<file path="src/rtl/hilo_muldiv_unit.sv">
// rtl/hilo_muldiv_unit.sv - iterative signed multiply/divide engine owning HI/LO (optional HILO_FAST_MULT_EN)
module hilo_muldiv_unit #(
    parameter int WIDTH = 32,
    parameter int CNT_W = 5
) (
    input  logic             clk,
    input  logic             reset_n,
    input  logic             start,
    input  logic [1:0]       op,
    input  logic [WIDTH-1:0] src_a,
    input  logic [WIDTH-1:0] src_b,
    output logic             busy,
    input  logic             read_en,
    input  logic             read_sel,
    output logic [WIDTH-1:0] read_data,
    output logic             stall,
    input  logic             wr_hi,
    input  logic             wr_lo,
    input  logic [WIDTH-1:0] wr_data
);

    localparam logic [1:0] OP_MULT = 2'b01;
    localparam logic [1:0] OP_DIV  = 2'b10;

    typedef enum logic [1:0] {S_IDLE, S_CALC, S_FIX} state_t;

    state_t           state;
    logic [WIDTH-1:0] hi;
    logic [WIDTH-1:0] lo;
    logic [WIDTH-1:0] mag_a;
    logic [WIDTH-1:0] mag_b;
    // acc_hi: partial product high half / partial remainder
    // acc_lo: multiplier bits being consumed / dividend bits shifting into quotient
    logic [WIDTH-1:0] acc_hi;
    logic [WIDTH-1:0] acc_lo;
    logic [CNT_W-1:0] cnt;
    logic             neg_q;
    logic             neg_r;
    logic             op_div;
    logic             div_zero;

    logic               accept;
    logic [WIDTH-1:0]   abs_a;
    logic [WIDTH-1:0]   abs_b;
    logic [WIDTH:0]     mul_sum;
    logic [WIDTH:0]     div_shift;
    logic [WIDTH:0]     div_trial;
    logic [2*WIDTH-1:0] prod_raw;
    logic [2*WIDTH-1:0] prod_fix;
    logic [WIDTH-1:0]   q_fix;
    logic [WIDTH-1:0]   r_fix;
    logic [WIDTH-1:0]   a_back;

`ifdef HILO_FAST_MULT_EN
    logic signed [2*WIDTH-1:0] fast_prod;
    assign fast_prod = $signed(src_a) * $signed(src_b);
`endif

    // Ops 00/11 are not operations; only MULT/DIV can leave IDLE.
    assign accept = start && (op == OP_MULT || op == OP_DIV);

    // Magnitudes; the most negative value maps to 2^(WIDTH-1), which fits unsigned.
    assign abs_a = src_a[WIDTH-1] ? -src_a : src_a;
    assign abs_b = src_b[WIDTH-1] ? -src_b : src_b;

    // One shift-add step: conditionally add the multiplicand, then shift right.
    assign mul_sum = {1'b0, acc_hi} + (acc_lo[0] ? {1'b0, mag_a} : '0);

    // One restoring-division step: bring in the next dividend bit and trial-subtract.
    assign div_shift = {acc_hi, acc_lo[WIDTH-1]};
    assign div_trial = div_shift - {1'b0, mag_b};

    // Sign correction applied in the FIX cycle.
    assign prod_raw = {acc_hi, acc_lo};
    assign prod_fix = neg_q ? -prod_raw : prod_raw;
    assign q_fix    = neg_q ? -acc_lo : acc_lo;
    assign r_fix    = neg_r ? -acc_hi : acc_hi;
    // Divide by zero returns the original dividend in HI; rebuild it from magnitude and sign.
    assign a_back   = neg_r ? -mag_a : mag_a;

    // Read port and interlock are purely combinational on the architectural registers.
    assign read_data = read_sel ? hi : lo;
    assign stall     = read_en & busy;

    // Operation sequencer plus HI/LO update (FIX edge or IDLE mthi/mtlo).
    always_ff @(posedge clk or negedge reset_n) begin
        if (!reset_n) begin
            state    <= S_IDLE;
            hi       <= '0;
            lo       <= '0;
            busy     <= 1'b0;
            cnt      <= '0;
            mag_a    <= '0;
            mag_b    <= '0;
            acc_hi   <= '0;
            acc_lo   <= '0;
            neg_q    <= 1'b0;
            neg_r    <= 1'b0;
            op_div   <= 1'b0;
            div_zero <= 1'b0;
        end else begin
            case (state)
                S_IDLE: begin
                    if (accept) begin
                        // Start wins over a simultaneous mthi/mtlo; the write is dropped.
                        mag_a    <= abs_a;
                        mag_b    <= abs_b;
                        neg_q    <= src_a[WIDTH-1] ^ src_b[WIDTH-1];
                        neg_r    <= src_a[WIDTH-1];
                        op_div   <= (op == OP_DIV);
                        div_zero <= (src_b == '0);
                        cnt      <= '0;
                        busy     <= 1'b1;
                        acc_hi   <= '0;
                        acc_lo   <= (op == OP_DIV) ? abs_a : abs_b;
                        state    <= S_CALC;
`ifdef HILO_FAST_MULT_EN
                        if (op == OP_MULT) begin
                            {acc_hi, acc_lo} <= fast_prod;
                            neg_q            <= 1'b0;
                            state            <= S_FIX;
                        end
`endif
                    end else begin
                        if (wr_hi) hi <= wr_data;
                        if (wr_lo) lo <= wr_data;
                    end
                end
                S_CALC: begin
                    cnt <= cnt + 1'b1;
                    if (op_div) begin
                        if (!div_trial[WIDTH]) begin
                            acc_hi <= div_trial[WIDTH-1:0];
                            acc_lo <= {acc_lo[WIDTH-2:0], 1'b1};
                        end else begin
                            acc_hi <= div_shift[WIDTH-1:0];
                            acc_lo <= {acc_lo[WIDTH-2:0], 1'b0};
                        end
                    end else begin
                        acc_hi <= mul_sum[WIDTH:1];
                        acc_lo <= {mul_sum[0], acc_lo[WIDTH-1:1]};
                    end
                    if (cnt == CNT_W'(WIDTH - 1)) state <= S_FIX;
                end
                S_FIX: begin
                    if (op_div) begin
                        if (div_zero) begin
                            lo <= '1;
                            hi <= a_back;
                        end else begin
                            lo <= q_fix;
                            hi <= r_fix;
                        end
                    end else begin
                        {hi, lo} <= prod_fix;
                    end
                    busy  <= 1'b0;
                    state <= S_IDLE;
                end
                default: begin
                    busy  <= 1'b0;
                    state <= S_IDLE;
                end
            endcase
        end
    end

endmodule

</file>
<file path="config.mk">
export PLATFORM = sky130hd
export DESIGN_NAME = hilo_muldiv_unit
export DESIGN_NICKNAME = d
export VERILOG_FILES = /design/src/rtl/hilo_muldiv_unit.sv
export SDC_FILE = /design/constraint.sdc
export NUM_CORES = 1
export LEC_CHECK = 0
export ABC_AREA = 0
export CAP_MARGIN = 30
export CORE_MARGIN = 5
export CORE_UTILIZATION = 59
export DETAILED_ROUTE_END_ITERATION = 6
export HOLD_SLACK_MARGIN = 0.08
export PLACE_DENSITY = 0.81
export SLEW_MARGIN = 20
export SYNTH_ARGS = -nofsm -noshare
export SYNTH_HDL_FRONTEND = slang
export SYNTH_SLANG_ARGS = --single-unit
</file>
<file path="constraint.sdc">
create_clock -name clk -period 10.07 [get_ports clk]
set_clock_uncertainty 0.15 [all_clocks]
set_input_delay 2.5175 -clock clk [delete_from_list [all_inputs] [get_ports clk]]
set_output_delay 2.5175 -clock clk [all_outputs]
set_load 0.02 [all_outputs]
</file>
==> impl_metrics.ini <==
[cts]
cts_sinks = 204
clockBufferDepth = 3
postCtsResizedCells = 0
cts.clk_slew.worst_paths_ns = 0.06
cts_hold_buf = 0
cts_inserted_buffers = 25
cts-htree-levels = 1
cts_tree = done
insertion_delay_ns = 0.55
post_cts_buffers = 0
cts-root-buf = clkbuf_16

[floorplanning]
die_x_um = 182
die_h_um = 182
rows = 62
core-area_um2 = 28900
ios = 139
start_util_pct = 60.1
dieArea_um2 = 33000

[sta]
slew_headroom_pct = 30.7
rsz0062_at_grt = no
finalCritPeriodShare_pct = 69.2
finalHoldViolations = 0
fin_ws_ns = 3.10
fin_crit_ns = 6.97
final-setup-viol-count = 0
tightest_slew_ns = 1.03
fmax_ghz = 0.144
tns_ns = 0
slew_violations = 0

[placement]
finalWeightedCongestion = 1.01
dp.cells = 2580
port-buffer-count = 138
dp_hpwl_mm = 46.5
place_ws_ns = 3.10

[worst_setup_path]
setup.worst_path.end_class = output port
cpPeakStageDelay_ns = 0.54
arrival_ns = 4.30
critPathKind = in -> out
critPathMaxFanout = 32
slowest_stage = clkdlybuf4s50_1
crit_top_cell = clkdlybuf4s50_1
crit_path_cell_trace = clkdlybuf4s50_1 > buf_4 > mux2_2 > clkdlybuf4s50_1
cp.required_ns = 7.40
cp-start-kind = input port

[yosys]
ys_warn_count = 0
synth_cells = 2189
synth_edf_count = 0
avgSynthCellArea_um2 = 7.95
synth_nets = 2368
netlist_area_um2 = 17400
synth_top_family_by_area = compound AO/OA/AOI/OAI gates
synth-xor-area-share_pct = 10.8
synth-simple-area-share_pct = 18.3
synth_fa_ha_area_share_pct = 5.41
synth-main-ff-cell = dfrtp_1
synth_compound_area_share_pct = 26.1
ys_seq_area_share_pct = 29.3
synth.distinct_cells = 78
async_flop_share_pct = 100
synth_mux_area_share_pct = 5.10
synth-seq-cells = 204

[layout]
drive_above_1_share_pct = 6.64
final_util_pct = 68.6
fillers = 2440
stdcell_count = 2628
area_growth_syn_to_layout_pct = 14.0
diodes = 0
final_nets = 2404

[power]
cellPowerDensity_nw_per_um2 = 381
leakage_nw = 8.06
p_comb_share_pct = 62.7
intPower_mw = 3.74
clkPwrFrac_pct = 12.4
ir_drop_mv = 0.226
p_switching_mw = 3.81
switching_share_pct = 50.4
seqPwrFrac_pct = 24.9

[grt]
grt_usage_pct = 35.6
grt_start_max_net_pins = 88
antenna_found_initial = 0
grt_pass1_vias = 16300
grt_overflow = 0
grt_pass1_wl_mm = 93.6

[hold_path]
hold_class = reg -> reg

[detailed_routing]
first_iter_violations = 2397
drc = 0
ant_nets = 0
vias = 17500
wirelength_mm = 61.3
drt_pass1_iterations = 6
vias_per_cell = 6.65
post_drt_wl_per_cell_um = 23.3

[run]
max-cap-violations = 0

[run_status]
outcome = finished clean
## layer usage
| layer | share of wire, % | global-route usage (%) |
|---|---|---|
| met1 | 42 | 49.9 |
| met2 | 44 | 54.5 |
| met3 | 9.5 | 6.78 |
| met4 | 4.6 | 14.0 |
| met5 | 0 | 0 |
## power by group through the flow
stage               combinational (mW)  sequential [mW]  clock (mW)
detailed placement                4.62             1.86           0
floorplan                         3.53             1.49           0
global placement                  4.46             1.85           0
CTS                               4.64             1.84       0.940
finish                            4.74             1.88       0.936
global route                      5.17             1.91       0.979
## cells in the final DEF (no fill, tap or decap), drive strengths merged, types with 39 or more instances in the layout
master         count
nand2            277
o31ai             40
o21ai            274
a211oi            40
nor2              82
ha                72
dfrtp            204
nand3             62
clkdlybuf4s50    137
a21oi            140
xor2              89
mux2i             46
inv               73
and2              39
xnor2            126
## synth_stat cells, types with 38 or more instances
cell type / count / area (um2)
o21ai_0: 272 / 1360
inv_1: 70 / 263
xor2_1: 89 / 780
nor2_1: 82 / 308
mux2i_1: 46 / 460
dfrtp_1: 204 / 5100
nand2_1: 277 / 1040
nand3_1: 62 / 310
xnor2_1: 126 / 1100
a21oi_1: 140 / 701
clkbuf_1: 143 / 537
a211oi_1: 40 / 300
and2_1: 38 / 238
ha_1: 72 / 901
o31ai_1: 39 / 293
## metrics by stage
stage / hold WS, ns / power, mW / cell area [um2]
2_1_floorplan: 0.293 / 5.02 / 17400
3_3_place_gp: 0.307 / 6.31 / 18900
3_5_place_dp: 0.317 / 6.47 / 18900
4_1_cts: 0.331 / 7.43 / 19800
5_1_grt: 0.349 / 8.05 / 19800
6_report: 0.325 / 7.55 / 19800
## worst max-delay path: cells and delay by family
| family | cells | cell delay [ns] |
|---|---|---|
| buffers and inverters | 3 | 1.37 |
| multiplexers | 1 | 0.40 |
## cells by family after synthesis
kind of cell	Yosys count
compound gates	729
xor+xnor	215
fa+ha+maj	74
buf+inv	228
flops	204
mux	83
simple gates	656
## path summary, 6_finish.rpt
path                                        startpoint                      to  slack, ns  cells past startpoint
worst max-delay path                          read_sel           read_data[23]       3.10                      4
min in group asynchronous                      reset_n       lo[8]$_DFFE_PN0P_       1.86                      1
worst max register to register  acc_lo[31]$_DFFE_PN0P_  acc_hi[31]$_DFFE_PN0P_       5.24                     13
worst min-delay path                 hi[6]$_DFFE_PN0P_       hi[6]$_DFFE_PN0P_       0.32                      2
worst min register to register       hi[6]$_DFFE_PN0P_       hi[6]$_DFFE_PN0P_       0.32                      2
max in group asynchronous                      reset_n      op_div$_DFFE_PN0P_       6.66                      2
## final cells by class
class | count | area, um2 | area share, %
repair buffers | 166 | 1650 | 8.30
well taps | 384 | 480 | 2.42
multi-input cells | 1757 | 11500 | 57.9
clock buffers | 32 | 702 | 3.54
flip-flops and latches | 204 | 5110 | 25.7
inverters | 71 | 267 | 1.34
clock inverters | 14 | 156 | 0.788
## flip-flops by register name, summed over array words and instances (netlist names)
name      count
mag_b        32
neg_q         1
acc_hi       32
div_zero      1
state         2
acc_lo       32
cnt           5
hi           32
neg_r         1
op_div        1
busy          1
lo           32
mag_a        32
Note: power is estimated with default switching activity, not from simulation.
